--- config.mk ---
export PLATFORM = sky130hd
export DESIGN_NAME = camera_pattern_tx
export DESIGN_NICKNAME = d
export VERILOG_FILES = /design/src/rtl/camera_pattern_tx.sv
export SDC_FILE = /design/constraint.sdc
export NUM_CORES = 1
export LEC_CHECK = 0
export CORE_UTILIZATION = 45
export DETAILED_ROUTE_END_ITERATION = 12
export GPL_ROUTABILITY_DRIVEN = 0
export GPL_TIMING_DRIVEN = 0
export PLACE_DENSITY = 0.62
export SLEW_MARGIN = 15
export SYNTH_ARGS = -nofsm -noshare
export SYNTH_HDL_FRONTEND = slang
export SYNTH_SLANG_ARGS = --single-unit
--- constraint.sdc ---
create_clock -name clk_in -period 10.7 [get_ports clk_in]
set_input_delay 2.14 -clock clk_in [delete_from_list [all_inputs] [get_ports clk_in]]
set_output_delay 2.14 -clock clk_in [all_outputs]
set_load 0.01 [all_outputs]
--- src/rtl/camera_pattern_tx.sv ---
// rtl/camera_pattern_tx.sv - OV7670-style RGB565 test pattern camera emulator
module camera_pattern_tx #(
    parameter int PCLK_DIV = 2,
    parameter int H_ACTIVE = 320,
    parameter int H_BLANK  = 144,
    parameter int V_SYNC   = 3,
    parameter int V_BACK   = 17,
    parameter int V_ACTIVE = 240,
    parameter int V_FRONT  = 10
) (
    input  logic        clk_in,
    input  logic        rst_in,
    input  logic        enable_in,
    input  logic [1:0]  mode_in,
    input  logic [15:0] solid_color_in,
    output logic        pclk_out,
    output logic        vsync_out,
    output logic        href_out,
    output logic [7:0]  pixel_out,
    output logic        frame_done_out,
    output logic [7:0]  frame_count_out
);

    localparam int DIV_W = (PCLK_DIV > 1) ? $clog2(PCLK_DIV) : 1;
    localparam logic [DIV_W-1:0] DIV_LAST = DIV_W'(PCLK_DIV - 1);
    localparam logic [15:0] COL_LAST   = 16'(2 * H_ACTIVE + H_BLANK - 1);
    localparam logic [15:0] HREF_END   = 16'(2 * H_ACTIVE);
    localparam logic [15:0] HREF_LAST  = 16'(2 * H_ACTIVE - 1);
    localparam logic [15:0] SYNC_LAST  = 16'(V_SYNC - 1);
    localparam logic [15:0] BACK_LAST  = 16'(V_BACK - 1);
    localparam logic [15:0] ACT_LAST   = 16'(V_ACTIVE - 1);
    localparam logic [15:0] FRONT_LAST = 16'(V_FRONT - 1);
    localparam logic [15:0] BAR_W      = 16'((H_ACTIVE >= 8) ? H_ACTIVE / 8 : 1);

    typedef enum logic [2:0] {IDLE, VSYNC, VBACK, ACTIVE, VFRONT} state_t;

    state_t             r_state, w_state_nxt;
    logic [DIV_W-1:0]   r_div;
    logic [15:0]        r_col, r_line, w_col_nxt, w_line_nxt;
    logic [1:0]         r_mode;
    logic [15:0]        r_color;
    logic               w_fall, w_latch, w_done, w_href_nxt;
    logic [15:0]        w_x, w_bar, w_pix16;
    logic [7:0]         w_byte_nxt;

    // All frame timing advances only on the clk_in edge where pclk falls.
    assign w_fall = pclk_out && (r_div == DIV_LAST);

    always_ff @(posedge clk_in or negedge rst_in) begin
        if (!rst_in) begin
            r_div    <= '0;
            pclk_out <= 1'b0;
        end else if (r_div == DIV_LAST) begin
            r_div    <= '0;
            pclk_out <= ~pclk_out;
        end else begin
            r_div <= r_div + DIV_W'(1);
        end
    end

    always_ff @(posedge clk_in or negedge rst_in) begin
        if (!rst_in) begin
            r_state <= IDLE;
            r_col   <= '0;
            r_line  <= '0;
        end else begin
            r_state <= w_state_nxt;
            r_col   <= w_col_nxt;
            r_line  <= w_line_nxt;
        end
    end

    always_comb begin
        w_state_nxt = r_state;
        w_col_nxt   = r_col;
        w_line_nxt  = r_line;
        w_latch     = 1'b0;
        w_done      = 1'b0;
        if (w_fall) begin
            if (r_state == IDLE) begin
                if (enable_in) begin
                    w_state_nxt = VSYNC;
                    w_col_nxt   = '0;
                    w_line_nxt  = '0;
                    w_latch     = 1'b1;
                end
            end else begin
                w_done = (r_state == ACTIVE) && (r_line == ACT_LAST) && (r_col == HREF_LAST);
                if (r_col != COL_LAST) begin
                    w_col_nxt = r_col + 16'd1;
                end else begin
                    w_col_nxt  = '0;
                    w_line_nxt = r_line + 16'd1;
                    case (r_state)
                        VSYNC: if (r_line == SYNC_LAST) begin
                            w_state_nxt = VBACK;
                            w_line_nxt  = '0;
                        end
                        VBACK: if (r_line == BACK_LAST) begin
                            w_state_nxt = ACTIVE;
                            w_line_nxt  = '0;
                        end
                        ACTIVE: if (r_line == ACT_LAST) begin
                            w_state_nxt = VFRONT;
                            w_line_nxt  = '0;
                        end
                        VFRONT: if (r_line == FRONT_LAST) begin
                            w_line_nxt = '0;
                            if (enable_in) begin
                                w_state_nxt = VSYNC;
                                w_latch     = 1'b1;
                            end else begin
                                w_state_nxt = IDLE;
                            end
                        end
                        default: w_state_nxt = IDLE;
                    endcase
                end
            end
        end
    end

    // Pixel colour for the position about to be presented (next column/line).
    assign w_x   = {1'b0, w_col_nxt[15:1]};
    assign w_bar = w_x / BAR_W;

    always_comb begin
        w_pix16 = 16'h0000;
        case (r_mode)
            2'd0: begin
                case (w_bar)
                    16'd0:   w_pix16 = 16'hFFFF;
                    16'd1:   w_pix16 = 16'hFFE0;
                    16'd2:   w_pix16 = 16'h07FF;
                    16'd3:   w_pix16 = 16'h07E0;
                    16'd4:   w_pix16 = 16'hF81F;
                    16'd5:   w_pix16 = 16'hF800;
                    16'd6:   w_pix16 = 16'h001F;
                    default: w_pix16 = 16'h0000;
                endcase
            end
            2'd1:    w_pix16 = r_color;
            2'd2:    w_pix16 = {w_x[7:3], w_line_nxt[7:2], ~w_x[7:3]};
            default: w_pix16 = (w_x[4] ^ w_line_nxt[4]) ? 16'hFFFF : 16'h0000;
        endcase
    end

    assign w_href_nxt = (w_state_nxt == ACTIVE) && (w_col_nxt < HREF_END);
    assign w_byte_nxt = !w_href_nxt ? 8'h00 : (w_col_nxt[0] ? w_pix16[7:0] : w_pix16[15:8]);

    always_ff @(posedge clk_in or negedge rst_in) begin
        if (!rst_in) begin
            vsync_out       <= 1'b0;
            href_out        <= 1'b0;
            pixel_out       <= 8'h00;
            frame_done_out  <= 1'b0;
            frame_count_out <= 8'h00;
            r_mode          <= 2'd0;
            r_color         <= 16'h0000;
        end else begin
            frame_done_out <= w_done;
            if (w_fall) begin
                vsync_out <= (w_state_nxt == VSYNC);
                href_out  <= w_href_nxt;
                pixel_out <= w_byte_nxt;
            end
            if (w_done) begin
                frame_count_out <= frame_count_out + 8'd1;
            end
            if (w_latch) begin
                r_mode  <= mode_in;
                r_color <= solid_color_in;
            end
        end
    end

endmodule

After elaboration in Yosys (flattened, before gate mapping)
Index checks and enable logic that the tools add are counted.
{"block": "totals", "ff_bits": 74, "in_bits": 21, "output_inout_bits": 20, "wordCells": 89}
{"block": "op_classes", "addsub": 4, "div_mod_pow": 1, "order_cmp": 1, "n_eq_ne": 22, "muxes": 37, "n_bitwise": 3, "reduce_logical": 8}
{"cell": "16-bit 2-to-1 mux", "count": 12}
{"cell": "16-bit case mux with 7 select lines", "count": 1}
{"cell": "16-bit case mux with 4 select lines", "count": 1}
{"cell": "16-bit by 2-bit == test with 1-bit output (second input constant)", "count": 3}
{"cell": "16-bit by 3-bit == test with 1-bit output (second input constant)", "count": 3}
{"cell": "16-bit case mux with 3 select lines", "count": 1}
{"cell": "16-bit by 1-bit adder with 16-bit output (second input constant)", "count": 2}
{"cell": "3-bit 2-to-1 mux", "count": 8}
{"cell": "8-bit 2-to-1 mux", "count": 3}
{"cell": "15-bit by 6-bit divider with 16-bit output (second input constant)", "count": 1}
{"cell": "16-bit by 1-bit == test with 1-bit output (second input constant)", "count": 1}
{"cell": "16-bit by 10-bit == test with 1-bit output (second input constant)", "count": 1}
{"cell": "16-bit by 4-bit == test with 1-bit output (second input constant)", "count": 1}
{"cell": "16-bit by 5-bit == test with 1-bit output (second input constant)", "count": 1}
{"cell": "16-bit by 8-bit == test with 1-bit output (second input constant)", "count": 1}
{"cell": "16-bit zero test", "count": 1}
{"cell": "16-bit by 10-bit < comparator with 1-bit output (second input constant)", "count": 1}
{"cell": "16-bit by 10-bit inequality test with 1-bit output (second input constant)", "count": 1}
{"cell": "3-bit case mux with 4 select lines", "count": 1}
{"cell": "1-bit 2-to-1 mux", "count": 10}
{"cell": "3-bit by 2-bit == test with 1-bit output (second input constant)", "count": 3}
{"cell": "8-bit by 1-bit adder with 8-bit output (second input constant)", "count": 1}
{"cell": "3-bit by 1-bit == test with 1-bit output (second input constant)", "count": 2}
{"cell": "5-bit NOT", "count": 1}
{"cell": "11 further kinds", "count": 15}

Depth between registers and ports, before layout
{"block": "depth", "ltp_word": 11, "ltp_mapped": 23, "ltp_nobuf": 19}

Worst setup path after synthesis
Ideal clock, no wire load.
{"block": "synth_timing", "path_type": "input to register", "start": "input enable_in", "end": "register pixel_out[1]", "setup_ps": 136, "arrival_ps": 5514, "t_required_ps": 10564, "slack_ps": 5050, "cell_stages": 20, "n_path_buf": 4, "cell_sequence": "o21a_1 -> clkbuf_1 -> nand2_1 -> o22ai_2 -> buf_2 -> nor3_2 -> a211o_1 -> o211a_1 -> and2_0 -> o21ai_1 -> a31o_2 -> and2_1 -> buf_4 -> a221oi_2 -> or2_1 -> buf_4 -> a311oi_1 -> o21ai_0 -> a31oi_2 -> o211ai_1"}
{"block": "synth_via", "elab_chain_len": 9, "elab_cells_between_ends": 31, "cone_classes": "1 x div; 1 x order compare; 7 x eq/ne; 18 x mux; 2 x bitwise; 2 x reduce/logical"}
{"element": "start, declared", "line_no": "13", "source": "input logic enable_in,"}
{"element": "16-bit 2-to-1 mux or 1-bit 2-to-1 mux (tied branches)", "line_no": "81, 109"}
{"element": "16-bit 2-to-1 mux or 3-bit 2-to-1 mux (tied branches)", "line_no": "80, 107"}
{"element": "16-bit 2-to-1 mux or 3-bit case mux with 4 select lines (tied branches)", "line_no": "79, 94"}
{"element": "15-bit by 6-bit divider with 16-bit output or 3-bit 2-to-1 mux (tied branches)", "line_no": "125, 89"}
{"element": "16-bit by 3-bit == test with 1-bit output, or another cell as far along", "line_no": "131", "source": "case (w_bar)"}
{"element": "16-bit case mux with 7 select lines or 3-bit 2-to-1 mux (tied branches)", "line_no": "131, 79"}
{"element": "16-bit case mux with 3 select lines or 3-bit by 2-bit == test with 1-bit output (tied branches)", "line_no": "129, 148"}
{"element": "8-bit 2-to-1 mux or 1-bit logical AND (tied branches)", "line_no": "149, 148"}
{"element": "8-bit 2-to-1 mux *", "line_no": "149", "source": "assign w_byte_nxt = !w_href_nxt ? 8'h00 : (w_col_nxt[0] ? w_pix16[7:0] : w_pix16[15:8]);"}
{"element": "end signal, assigned", "line_no": "165", "source": "pixel_out <= w_byte_nxt;"}
{"element": "end, declared", "line_no": "19", "source": "output logic [7:0] pixel_out,"}
Mark *: on every way between the ends. The rest lies on a longest branch, timed or not. The select of a mux whose other input is x is not followed.
A chain may end at the register's enable or synchronous reset.

Worst setup path in the final report
{"block": "layout_timing", "start": "input enable_in", "end": "register pixel_out[3]"}
The elaborated chain is that of the path after synthesis.

==> results.sh <==
export IMPL_grt_pass1_wl_um=24000
export IMPL_routed_via_count=5024
export IMPL_period_needed_ns=6.88
export IMPL_yosys_cell_count_top_type="dfrtp_1"
export IMPL_setup_viol=0
export IMPL_root_buffer="clkbuf_16"
export IMPL_cts_sinks=74
export IMPL_die_area_mm2=0.0122
export IMPL_yosys_top_cells_area="dfrtp_1 35%, nand2_1 5.1%, o21ai_0 4.4%"
export IMPL_syn_nets=641
export IMPL_grt_start_max_net_pins=60
export IMPL_clock_latency_ns=0.35
export IMPL_final_nets=694
export IMPL_placed_cells=799
export IMPL_cts_setup_buffers=0
export IMPL_cp_start_kind="input port"
export IMPL_area_growth_pct=17.3
export IMPL_track_usage_pct=24.2
export IMPL_worstPathRequired_ns=10.97
export IMPL_ys_flop_type="dfrtp_1"
export IMPL_whs_path_depth=1
export IMPL_synth_top_area_share_pct=34.8
export IMPL_fin_util_pct=54.4
export IMPL_reg2reg_to="pixel_out[3]"
export IMPL_diodes=0
export IMPL_drt_met1_wl_um=6510
export IMPL_port_buffers=40
export IMPL_io_pins=41
export IMPL_cts_tree="done"
export IMPL_worstSetupPathType="input port to register"
export IMPL_start_util_pct=46.3
export IMPL_fin_cells=815
export IMPL_initialDrtViolationCount=367
export IMPL_cts_path_max_buffers=2
export IMPL_yosys_warnings=0
export IMPL_reg2regPathDepth=22
export IMPL_synth_edf_count=0
export IMPL_r2r_start="r_col[0]"
export IMPL_power_mw=1.09
export IMPL_power_leakage_nw=2.55
export IMPL_dr_wl_met3_um=800
export IMPL_hold_path_startpoint="frame_count_out[7]"
export IMPL_routed_wl_um=14200
export IMPL_max_clock_freq_ghz=0.145
export IMPL_multi_input_area_mm2=0.00318
export IMPL_avgSynthCellArea_um2=8.65
export IMPL_synth_seq_cells=74
export IMPL_worst_pin_slew_ns=0.920
export IMPL_viasPerCell=6.16
export IMPL_antenna_left=0
export IMPL_postCtsHoldBufs=0
export IMPL_cts_max_level=3
export IMPL_fillers=1071
export IMPL_layout_drive_gt1_share_pct=14.6
export IMPL_grt_pass1_vias=4850
export IMPL_rows=39
export IMPL_core_mm2=0.0115
export IMPL_slew_headroom_pct=37.9
export IMPL_cap_violations=0
export IMPL_antenna_found_initial=0
export IMPL_rsz0062_at_grt="no"
export IMPL_grt_overflow=0
export IMPL_synth_cells=614
export IMPL_r2r_slack_ns=5.38
export IMPL_hpwl_um=10300
export IMPL_startpoint="enable_in"
export IMPL_hp_class="register to register"
export IMPL_dr_pass1_iters=5
export IMPL_wire_per_inst_um=17.4
export IMPL_maxSlewViolCount=0
export IMPL_synthArstFlopShare_pct=100
export IMPL_seq_area_mm2=0.00185
export IMPL_peakVddDrop_uv=114
export IMPL_post_cts_resized=0
export IMPL_status="complete, no violations"
export IMPL_critPathCaptureType="register"
export IMPL_synth_cell_type_count=92
export IMPL_wl_met2_um=6560
export IMPL_min_period_over_period_pct=64.3
export IMPL_cts_made_buffers=9
export IMPL_seq_area_frac_synth_pct=34.8
export IMPL_drc_errors=0
export IMPL_cp_arrival_ns=7.15
export IMPL_die_width_um=111
export IMPL_clk_pin_slew_ns=0.06
export IMPL_syn_area_mm2=0.00531
export IMPL_die_y_um=111
export IMPL_path_max_fanout=10
export IMPL_ys_top_cells_by_count="74 x dfrtp_1, 72 x nand2_1, 47 x o21ai_0"
export IMPL_holdPathEnd="frame_count_out[7]"
export IMPL_tns_ns=0
export IMPL_highest_layer="met4"
export IMPL_hold_viol=0
export IMPL_yosysTopAreaCell="dfrtp_1"
export IMPL_p_per_area_mw_per_mm2=175
export IMPL_finClkSkew_ns=0.00722
## report_power, final
part	switching [mW]	total, mW	internal [mW]
logic	0.230	0.402	0.172
clock network	0.128	0.316	0.188
registers	0.0436	0.375	0.331
## worst max path at each step
stage                         to  slack, ns  cells after the start
finish              pixel_out[3]       3.82                     19
global route        pixel_out[3]       3.50                     20
detailed placement  pixel_out[3]       3.54                     19
global placement    pixel_out[3]       3.52                     19
CTS                 pixel_out[3]       3.89                     19
floorplan           pixel_out[1]       5.05                     20
## worst max-delay path, stage by stage
cell and delay (ns):
clkdlybuf4s50_1 0.63, o21a_1 0.20, clkbuf_1 0.38, nand2_1 0.12
o22ai_2 0.21, buf_2 0.29, nor3_2 0.11, a211o_1 0.29
o211ai_1 0.40, or3_1 0.19, a41oi_1 0.11, a211oi_1 0.46
buf_2 0.31, nand4_1 0.14, and3_1 0.23, and3_4 0.20
o41ai_4 0.37, a211oi_1 0.12, a211oi_2 0.22
## flip-flops by register name (all words and copies together) (netlist names)
register	flops
r_col	16
r_color	16
r_line	16
frame_count_out	8
pixel_out	8
r_state	3
r_mode	2
frame_done_out	1
href_out	1
pclk_out	1
r_div	1
vsync_out	1
## cell usage in the layout, fill, tap and decap left out, types with 7 or more instances in the layout
master / instances
xnor2_1: 13
o21ai_1: 8
nor4_1: 10
clkbuf_16: 9
and2_1: 7
inv_1: 23
nand3_1: 21
a21oi_1: 32
dfrtp_1: 74
a31oi_1: 10
mux2_2: 18
o21a_1: 7
nor2_1: 41
nand2_1: 72
o21ai_0: 47
o31ai_1: 7
and3_1: 10
clkbuf_1: 18
buf_2: 9
nand4_1: 13
clkdlybuf4s50_1: 39
nor3_1: 18
## kinds of logic after synthesis
family,after synthesis,synth area share (%)
adder cells (fa/ha/maj),9,1.98
XOR/XNOR,18,2.97
flip-flops,74,34.8
AO/OA/AOI/OAI,192,26.4
multiplexers,22,4.66
buffers and inverters,60,5.42
AND/OR/NAND/NOR,239,23.7
## routing by layer
| metal | up-vias | global-route usage (%) |
|---|---|---|
| met5 | - | 0 |
| met4 | 0 | 10.8 |
| met3 | 31 | 4.70 |
| met2 | 157 | 37.1 |
| met1 | 2431 | 33.0 |
| li1 | 2405 | - |
## metrics by stage
step                      worst slack (ns)  hold WS (ns)  cell area, µm²
after detailed placement              3.54         0.461            5930
final                                 3.82         0.461            6230
after floorplan                       5.05         0.447            5310
after global routing                  3.50         0.484            6230
after CTS                             3.89         0.469            6230
after global placement                3.52         0.455            5890
## final cells by class
type / instances / share of cell area, %
repair buffers: 42 / 6.90
flip-flops and latches: 74 / 29.7
clock buffers: 11 / 3.89
well taps: 143 / 2.87
inverters: 26 / 1.57
plain buffers: 34 / 3.05
clock inverters: 5 / 1.00
multi-input cells: 480 / 51.0
No activity file was read; power rests on OpenSTA's default activity.
